--- config.mk ---
export PLATFORM = sky130hd
export DESIGN_NAME = mips_multicycle_ctrl
export DESIGN_NICKNAME = d
export VERILOG_FILES = /design/src/rtl/mips_pkg.sv /design/src/rtl/mips_main_decoder.sv /design/src/rtl/mips_multicycle_ctrl.sv
export SDC_FILE = /design/constraint.sdc
export NUM_CORES = 1
export LEC_CHECK = 0
export ABC_AREA = 1
export CAP_MARGIN = 10
export CORE_MARGIN = 2
export CORE_UTILIZATION = 35
export DETAILED_ROUTE_END_ITERATION = 16
export MAX_ROUTING_LAYER = met4
export PLACE_DENSITY = 0.74
export SYNTH_ARGS = -nofsm -noshare
export SYNTH_HDL_FRONTEND = slang
export SYNTH_SLANG_ARGS = --single-unit
--- constraint.sdc ---
create_clock -name clk -period 1 [get_ports clk]
set_clock_uncertainty 0.05 [all_clocks]
set_input_delay 0.2 -clock clk [delete_from_list [all_inputs] [get_ports clk]]
set_output_delay 0.2 -clock clk [all_outputs]
set_load 0.05 [all_outputs]
--- src/rtl/mips_pkg.sv ---
// -----------------------------------------------------------------------------
// mips_pkg
// Shared definitions for the multi-cycle MIPS control unit:
//   - machine-cycle state encoding (visible on count_state)
//   - opcode / funct field constants of the supported instructions
//   - ALU operation codes and ALU B-operand select codes
//   - instruction-class enum latched in DECODE
// Build option: MIPS_CTRL_BRANCH_EN (see mips_main_decoder / mips_multicycle_ctrl).
// -----------------------------------------------------------------------------
package mips_pkg;

    typedef enum logic [2:0] {
        S_IDLE   = 3'd0,
        S_FETCH  = 3'd1,
        S_DECODE = 3'd2,
        S_EXEC   = 3'd3,
        S_WB     = 3'd4,   // write-back, store or load access
        S_DUMMY  = 3'd5    // instruction retire cycle
    } state_e;

    // Opcode field IR[31:26]
    localparam logic [5:0] OP_RTYPE = 6'h00;
    localparam logic [5:0] OP_BEQ   = 6'h04;
    localparam logic [5:0] OP_BNE   = 6'h05;
    localparam logic [5:0] OP_ADDI  = 6'h08;
    localparam logic [5:0] OP_ANDI  = 6'h0C;
    localparam logic [5:0] OP_ORI   = 6'h0D;
    localparam logic [5:0] OP_LUI   = 6'h0F;
    localparam logic [5:0] OP_LW    = 6'h23;
    localparam logic [5:0] OP_SW    = 6'h2B;

    // Funct field IR[5:0] for R-type
    localparam logic [5:0] FN_SLL = 6'h00;
    localparam logic [5:0] FN_ADD = 6'h20;
    localparam logic [5:0] FN_AND = 6'h24;
    localparam logic [5:0] FN_OR  = 6'h25;

    // ALU operation codes (zero-extended/truncated to ALUOP_WIDTH at the top)
    localparam logic [3:0] ALU_ADD = 4'd0;
    localparam logic [3:0] ALU_SUB = 4'd1;
    localparam logic [3:0] ALU_AND = 4'd2;
    localparam logic [3:0] ALU_OR  = 4'd3;
    localparam logic [3:0] ALU_SLL = 4'd4;
    localparam logic [3:0] ALU_LUI = 4'd5;

    // ALU B-operand select
    localparam logic [1:0] SRC_B_RT   = 2'd0;
    localparam logic [1:0] SRC_B_FOUR = 2'd1;
    localparam logic [1:0] SRC_B_SEXT = 2'd2;
    localparam logic [1:0] SRC_B_ZEXT = 2'd3;

    // Illegal instructions decode to CLS_NOP so EXEC/WB raise no strobes.
    typedef enum logic [3:0] {
        CLS_NOP,
        CLS_ADD,
        CLS_AND,
        CLS_OR,
        CLS_SLL,
        CLS_ADDI,
        CLS_ANDI,
        CLS_ORI,
        CLS_LUI,
        CLS_LW,
        CLS_SW,
        CLS_BEQ,
        CLS_BNE
    } instr_class_e;

    function automatic logic is_rtype(input instr_class_e cls);
        return (cls == CLS_ADD) || (cls == CLS_AND) || (cls == CLS_OR) || (cls == CLS_SLL);
    endfunction

    function automatic logic is_itype_alu(input instr_class_e cls);
        return (cls == CLS_ADDI) || (cls == CLS_ANDI) || (cls == CLS_ORI) || (cls == CLS_LUI);
    endfunction

endpackage

--- src/rtl/mips_main_decoder.sv ---
// -----------------------------------------------------------------------------
// mips_main_decoder
// Purely combinational map from opcode/funct to instruction class + illegal flag.
// Ports:
//   opcode_i  [5:0]  IR[31:26]
//   funct_i   [5:0]  IR[5:0]
//   class_o          decoded instruction class (CLS_NOP when illegal)
//   illegal_o        instruction not supported by this controller
// Build option: MIPS_CTRL_BRANCH_EN -- when undefined, beq/bne decode as illegal.
// -----------------------------------------------------------------------------
module mips_main_decoder
    import mips_pkg::*;
(
    input  logic [5:0]   opcode_i,
    input  logic [5:0]   funct_i,
    output instr_class_e class_o,
    output logic         illegal_o
);

    // NOTE: every output gets a default before the case so no path leaves it
    // unassigned -- otherwise synthesis infers a latch.
    always_comb begin
        class_o   = CLS_NOP;
        illegal_o = 1'b0;
        case (opcode_i)
            OP_RTYPE: begin
                case (funct_i)
                    FN_ADD:  class_o = CLS_ADD;
                    FN_AND:  class_o = CLS_AND;
                    FN_OR:   class_o = CLS_OR;
                    FN_SLL:  class_o = CLS_SLL;
                    default: illegal_o = 1'b1;
                endcase
            end
            OP_ADDI: class_o = CLS_ADDI;
            OP_ANDI: class_o = CLS_ANDI;
            OP_ORI:  class_o = CLS_ORI;
            OP_LUI:  class_o = CLS_LUI;
            OP_LW:   class_o = CLS_LW;
            OP_SW:   class_o = CLS_SW;
`ifdef MIPS_CTRL_BRANCH_EN
            OP_BEQ:  class_o = CLS_BEQ;
            OP_BNE:  class_o = CLS_BNE;
`endif
            default: illegal_o = 1'b1;
        endcase
    end

endmodule

--- src/rtl/mips_multicycle_ctrl.sv ---
// -----------------------------------------------------------------------------
// mips_multicycle_ctrl
// Multi-cycle MIPS control FSM: IDLE -> FETCH -> DECODE -> EXEC -> WB -> DUMMY.
// Each instruction takes exactly five cycles; DUMMY loops straight to FETCH
// while enable is high, so back-to-back instructions have no IDLE gap.
// Ports:
//   clk, reset (async, active-low), enable
//   opcode[5:0], funct[5:0]  instruction fields, valid from DECODE onward
//   zero                     ALU zero flag, captured at the end of EXEC
//   count_state[2:0]         current state encoding
//   pc_en, ir_write, reg_write, mem_write, iord, mem_to_reg, reg_dst,
//   alu_src_a, pc_src        datapath strobes/selects
//   alu_src_b[1:0]           0=rt, 1=const 4, 2=sign-ext imm, 3=zero-ext/lui imm
//   alu_op[ALUOP_WIDTH-1:0]  ALU operation
//   illegal                  pulse in DECODE for an undecodable instruction
//   instr_done               pulse in DUMMY
// Build option: MIPS_CTRL_BRANCH_EN -- enables beq/bne; otherwise they are
// illegal and pc_src is tied 0.
// -----------------------------------------------------------------------------
module mips_multicycle_ctrl
    import mips_pkg::*;
#(
    parameter int ALUOP_WIDTH = 4
) (
    input  logic                   clk,
    input  logic                   reset,
    input  logic                   enable,
    input  logic [5:0]             opcode,
    input  logic [5:0]             funct,
    input  logic                   zero,
    output logic [2:0]             count_state,
    output logic                   pc_en,
    output logic                   ir_write,
    output logic                   reg_write,
    output logic                   mem_write,
    output logic                   iord,
    output logic                   mem_to_reg,
    output logic                   reg_dst,
    output logic                   alu_src_a,
    output logic                   pc_src,
    output logic [1:0]             alu_src_b,
    output logic [ALUOP_WIDTH-1:0] alu_op,
    output logic                   illegal,
    output logic                   instr_done
);

    state_e       state_q, state_d;
    instr_class_e class_q;
    instr_class_e dec_class;
    logic         dec_illegal;
    logic         zero_q;
    logic         branch_taken;
    logic [3:0]   alu_op_w;

    mips_main_decoder u_decoder (
        .opcode_i  (opcode),
        .funct_i   (funct),
        .class_o   (dec_class),
        .illegal_o (dec_illegal)
    );

    // Next-state: only IDLE and DUMMY look at enable, so dropping enable
    // mid-instruction never aborts it. Unused codes 6/7 recover to IDLE.
    always_comb begin
        state_d = S_IDLE;
        case (state_q)
            S_IDLE:   state_d = enable ? S_FETCH : S_IDLE;
            S_FETCH:  state_d = S_DECODE;
            S_DECODE: state_d = S_EXEC;
            S_EXEC:   state_d = S_WB;
            S_WB:     state_d = S_DUMMY;
            S_DUMMY:  state_d = enable ? S_FETCH : S_IDLE;
            default:  state_d = S_IDLE;
        endcase
    end

    // NOTE: sequential state uses non-blocking assignments so every register
    // samples the pre-edge values, independent of statement order.
    always_ff @(posedge clk or negedge reset) begin
        if (!reset) begin
            state_q <= S_IDLE;
            class_q <= CLS_NOP;
            zero_q  <= 1'b0;
        end else begin
            state_q <= state_d;
            if (state_q == S_DECODE) class_q <= dec_class;
            if (state_q == S_EXEC)   zero_q  <= zero;
        end
    end

`ifdef MIPS_CTRL_BRANCH_EN
    assign branch_taken = ((class_q == CLS_BEQ) &&  zero_q) ||
                          ((class_q == CLS_BNE) && !zero_q);
`else
    logic unused_zero_q;
    assign unused_zero_q = zero_q;
    assign branch_taken  = 1'b0;
`endif

    // Outputs are a pure decode of the registered state and class, so IDLE
    // (including while reset is held) drives every strobe low. illegal is the
    // one exception: it reflects the live opcode/funct during DECODE.
    always_comb begin
        pc_en      = 1'b0;
        ir_write   = 1'b0;
        reg_write  = 1'b0;
        mem_write  = 1'b0;
        iord       = 1'b0;
        mem_to_reg = 1'b0;
        reg_dst    = 1'b0;
        alu_src_a  = 1'b0;
        pc_src     = 1'b0;
        alu_src_b  = SRC_B_RT;
        alu_op_w   = ALU_ADD;
        illegal    = 1'b0;
        instr_done = 1'b0;
        case (state_q)
            S_FETCH: begin
                // IR <- mem[PC], PC <- PC + 4
                ir_write  = 1'b1;
                pc_en     = 1'b1;
                alu_src_b = SRC_B_FOUR;
                alu_op_w  = ALU_ADD;
            end
            S_DECODE: illegal = dec_illegal;
            S_EXEC: begin
                alu_src_a = (class_q != CLS_NOP);
                case (class_q)
                    CLS_ADD:  alu_op_w = ALU_ADD;
                    CLS_AND:  alu_op_w = ALU_AND;
                    CLS_OR:   alu_op_w = ALU_OR;
                    CLS_SLL:  alu_op_w = ALU_SLL;
                    CLS_ADDI, CLS_LW, CLS_SW: begin
                        alu_src_b = SRC_B_SEXT;
                        alu_op_w  = ALU_ADD;
                    end
                    CLS_ANDI: begin
                        alu_src_b = SRC_B_ZEXT;
                        alu_op_w  = ALU_AND;
                    end
                    CLS_ORI: begin
                        alu_src_b = SRC_B_ZEXT;
                        alu_op_w  = ALU_OR;
                    end
                    CLS_LUI: begin
                        alu_src_b = SRC_B_ZEXT;
                        alu_op_w  = ALU_LUI;
                    end
                    CLS_BEQ, CLS_BNE: alu_op_w = ALU_SUB;
                    default: ;
                endcase
            end
            S_WB: begin
                if (is_rtype(class_q)) begin
                    reg_write = 1'b1;
                    reg_dst   = 1'b1;
                end else if (is_itype_alu(class_q)) begin
                    reg_write = 1'b1;
                end else if (class_q == CLS_LW) begin
                    iord       = 1'b1;
                    reg_write  = 1'b1;
                    mem_to_reg = 1'b1;
                end else if (class_q == CLS_SW) begin
                    iord      = 1'b1;
                    mem_write = 1'b1;
                end else begin
                    pc_en  = branch_taken;
                    pc_src = branch_taken;
                end
            end
            S_DUMMY: instr_done = 1'b1;
            default: ;
        endcase
    end

    assign alu_op      = ALUOP_WIDTH'(alu_op_w);
    assign count_state = state_q;

endmodule

==> metrics.csv, run 1 <==
stage,metric,value,unit
cts,cts_buffer_depth,2,
status,stop_error,"[ERROR DPL-0038] Utilization greater than 100%, impossible to legalize",
synth,synth_commonest_cells,"nand2_1, nor2_1, inv_1, nand3_1, dfrtp_1",
timing,crit_endpoint,iord,
placed_design,hpwlAfterDp,2.20,mm
synth,synth_edf_count,0,
grt,grt_max_degree,8,
synth,yosys_warnings,0,
cts,cts.sinks,7,
status,status,aborted with a tool error,
timing,worst-ep-kind,output port,
floorplanning,initial_core_util,37.0,%
floorplanning,die_y,49.3,um
synth,yosys_register_bits,7,
synth,ys_seq_area_share,24.3,%
synth,synth_most_common_cell,nand2_1,
placed_design,dpl.cell_count,220,
cts,numCtsBuffers,3,
cts,root_buffer,clkbuf_4,
placed_design,placed_area,1570,um^2
synth,synthTopCellsByArea,"dfrtp_1, nand2_1, nor2_1",
floorplanning,die_w,49.3,um
synth,synthFlopType,dfrtp_1,
placed_design,io_buffers,32,
status,lastStage,5_1_grt,
synth,syn_avg_cell_area,5.49,um^2
placed_design,finalWeightedCongestion,0.841,
floorplanning,ios,36,
synth,synth.largest_area_cell,dfrtp_1,
cts,hold_buffers,0,
synth,syn-cell-area,719,um^2
synth,synth.distinct_cells,18,
synth,syn_inst,131,
cts,htree_num_levels,1,
floorplanning,rows,16,
synth,synth_top_area_share,24.3,%
synth,async_flop_share,100,%
-- timing repair --
item                                    4_1_cts
hold endpoints to repair                      0
setup buffers                                 8
pin swaps                                    14
gates resized for setup                      79
endpoints found under the setup margin       25
-- through the flow --
| step | setup WS [ns] | utilization, % | hold slack (ns) |
|---|---|---|---|
| after CTS | -0.684 | 90.9 | 0.163 |
| after detailed placement | -0.886 | 80.8 | 0.419 |
| after floorplan | -1.04 | - | -0.146 |
| after global placement | -0.792 | 80.8 | 0.415 |
-- cells by family after synthesis --
group           Yosys count  share of synthesized area [%]
simple gates             84                           50.4
compound gates           11                           8.52
buf+inv                  28                           16.2
other cells               1                          0.521
flops                     7                           24.3
==> run 2: changes to the inputs <==
- CORE_AREA: unset -> 2 2 63 65
- CORE_MARGIN: 2 -> unset
- CORE_UTILIZATION: 35 -> unset
- DIE_AREA: unset -> 0 0 65 67
- MAX_ROUTING_LAYER: met4 -> unset
- PLACE_DENSITY: 0.74 -> unset
- PLACE_DENSITY_LB_ADDON: unset -> 0.15
- clock period: 1 -> 1.3 ns (I/O delays scaled with it)
==> run 2 against run 1 <==
Compared with the run above:
- the flow now finishes, with violations (negative setup slack)
- synthesized cell count stayed put
- area after synthesis stayed put
==> metrics.csv, run 2 <==
stage,metric,value,unit,change
setup_path,r2r_slack,-0.04,ns,
cells_and_area,syn_to_final_growth,182,%,
floorplanning,coreArea,3610,um^2,
grt,grt_first_pass_wirelength,4.44,mm,
timing,period_needed,1.72,ns,
timing,setup_viol,19,,
cells_and_area,largest_register,class_q,,
cells_and_area,layout_commonest_cell,buf_4,,
routing,wl_per_cell,11.3,um,
timing,fin_crit_sh,132,%,
synth,synthFlopType,dfrtp_1,,
grt,grt-ovfl-total,0,,
synth,synthTopCellsByArea,"dfrtp_1, nand2_1, nor2_1",,
cts,htree_num_levels,1,,unchanged
synth,async_flop_share,100,%,unchanged
routing,postRouteAntennaNets,0,,
grt,grt.total_usage,13.0,%,
cts,hold_buffers,0,,unchanged
synth,syn_inst,131,,unchanged
run,drv_cap,0,,
pwr,leakage,0.939,nW,
setup_path,path_max_fanout,4,,
timing,rsz0062_at_grt,true,,
setup_path,arrival,1.41,ns,
floorplanning,die-area,4360,um^2,
status,status,finished with violations,,
setup_path,setup.worst_path.start_class,flop,,
synth,syn-cell-area,719,um^2,unchanged
cells_and_area,diodes,0,,
cts,cts_buffer_depth,2,,unchanged
floorplanning,initial_core_util,20.0,%,-17 points
synth,yosys_register_bits,7,,unchanged
routing,firstDrtPassIters,4,,
grt,grt_pass1_vias,1074,,
synth,ys_seq_area_share,24.3,%,unchanged
synth,synth_most_common_cell,nand2_1,,
cells_and_area,nNetsFinal,232,,
timing,fmax,582,MHz,
cells_and_area,largest_reg_flops,4,,
floorplanning,die_w,65,um,+32%
cts,cts.clk_slew.worst_paths,0.04,ns,
cts,numCtsBuffers,3,,unchanged
routing,drt_iter0_drc,30,,
floorplanning,die_y,67,um,+36%
grt,grt_max_degree,8,,
cells_and_area,layout_common_cells,"buf_4, nand2_1, buf_6, buf_12, inv_1",,
floorplanning,ios,36,,unchanged
cts,cts.sinks,7,,unchanged
pwr,cellPowerDensity,1810,nW/um^2,
setup_path,end_kind,output pin,,
cts,clkLatencyLatePin,0.22,ns,
placed_design,dpl.cell_count,240,,+9.1%
timing,final_max_slew_viol_count,0,,
routing,drc_errors,0,,
synth,syn_avg_cell_area,5.49,um^2,unchanged
cts,cts_tree,built,,
cts,root_buffer,clkbuf_8,,
routing,routed_wirelength,2.98,mm,
synth,synth.distinct_cells,18,,unchanged
synth,yosys_warnings,0,,unchanged
floorplanning,rows,22,,+6
cells_and_area,drive_above_1_share,69.8,%,
routing,via_count,1166,,
synth,synth_commonest_cells,"nand2_1, nor2_1, inv_1, nand3_1, dfrtp_1",,
placed_design,io_buffers,32,,unchanged
pwr,total_power,3.68,mW,
cells_and_area,fin_cells,263,,
min_path,hold_path.class,in2async,,
status,violations,negative setup slack,,
synth,synth.largest_area_cell,dfrtp_1,,
placed_design,finalWeightedCongestion,0.843,,+0.30%
pwr,vdd_drop_max,0.851,mV,
grt,antenna_found_initial,0,,
synth,synth_top_area_share,24.3,%,unchanged
routing,viasPerCell,4.43,,
timing,final_hold_viol_count,0,,
synth,synth_edf_count,0,,unchanged
setup_path,cp.required,0.99,ns,
setup_path,crit_type,reg2out,,
placed_design,hpwlAfterDp,1.99,mm,-9.7%
timing,setup_ws,-0.420,ns,
## run 2: cell counts after synthesis
No cell type changed its count.
## run 2: layout make-up
| class | count | area [um^2] |
|---|---|---|
| Inverter | 25 | 103 |
| Timing Repair Buffer | 82 | 891 |
| Tap cell | 48 | 60.1 |
| Sequential cell | 7 | 180 |
| Clock buffer | 4 | 45.0 |
| Fill cell | 315 | 1580 |
| Multi-Input combinational cell | 97 | 749 |
## run 2: logic make-up (layout without fill, tap and decap cells)
| family | Yosys count | in the layout | synth area share (%) |
|---|---|---|---|
| and+or+nand+nor | 84 | 84 | 50.4 |
| AOI/OAI and AO/OA | 11 | 11 | 8.52 |
| other | 1 | 2 | 0.521 |
| buffers and inverters | 28 | 111 | 16.2 |
| DFF | 7 | 7 | 24.3 |
## run 2: where the power goes
group	switching (mW)	leakage (nW)	internal [mW]
clock network	0.0839	0.0228	0.211
logic	1.53	0.828	1.46
registers	0.0882	0.0878	0.304
total	1.71	0.939	1.97
## run 2: final timing paths
path / endpoint / startpoint / cells past startpoint
max: alu_op[2] / class_q[2] / 7
min: class_q[1] / reset / 1
max reg2reg: count_state[0] / count_state[2] / 8
min reg2reg: class_q[1] / class_q[1] / 3
max in group asynchronous: class_q[3] / reset / 1
min in group clk: class_q[1] / opcode[1] / 6
## run 2: metrics by stage
| stage | instance area, um^2 | hold slack, ns | TNS [ns] | util [%] | setup WS, ns |
|---|---|---|---|---|---|
| floorplan | 817 | -0.0856 | -7.40 | - | -0.803 |
| global placement | 1590 | 0.501 | -4.05 | 44.0 | -0.623 |
| detailed placement | 1590 | 0.493 | -4.15 | 44.0 | -0.654 |
| CTS | 1880 | 0.260 | -5.23 | 52.0 | -0.403 |
| global route | 2030 | 0.272 | -6.33 | 56.2 | -0.505 |
| finish | 2030 | 0.252 | -5.34 | 56.2 | -0.420 |
## run 2: timing repair
action	in CTS	in global routing
buffers inserted	10	11
endpoints found under the setup margin	18	18
resized for setup	71	55
gates cloned	0	0
pin swaps	23	23
## run 2: worst max-delay path, stage by stage (launching register included)
cell	delay, ns
dfrtp_1	0.39
inv_2	0.09
nand2_4	0.07
nor2_1	0.11
inv_1	0.09
buf_4	0.15
a21oi_4	0.14
buf_12	0.15
## run 2: metal layers
layer | share of wire (%) | track usage [%]
met1 | 37 | 13.3
met2 | 58 | 26.0
met3 | 4.6 | 2.20
met4 | 0.57 | 4.79
met5 | 0 | 0
Note: power is estimated with default switching activity, not from simulation.
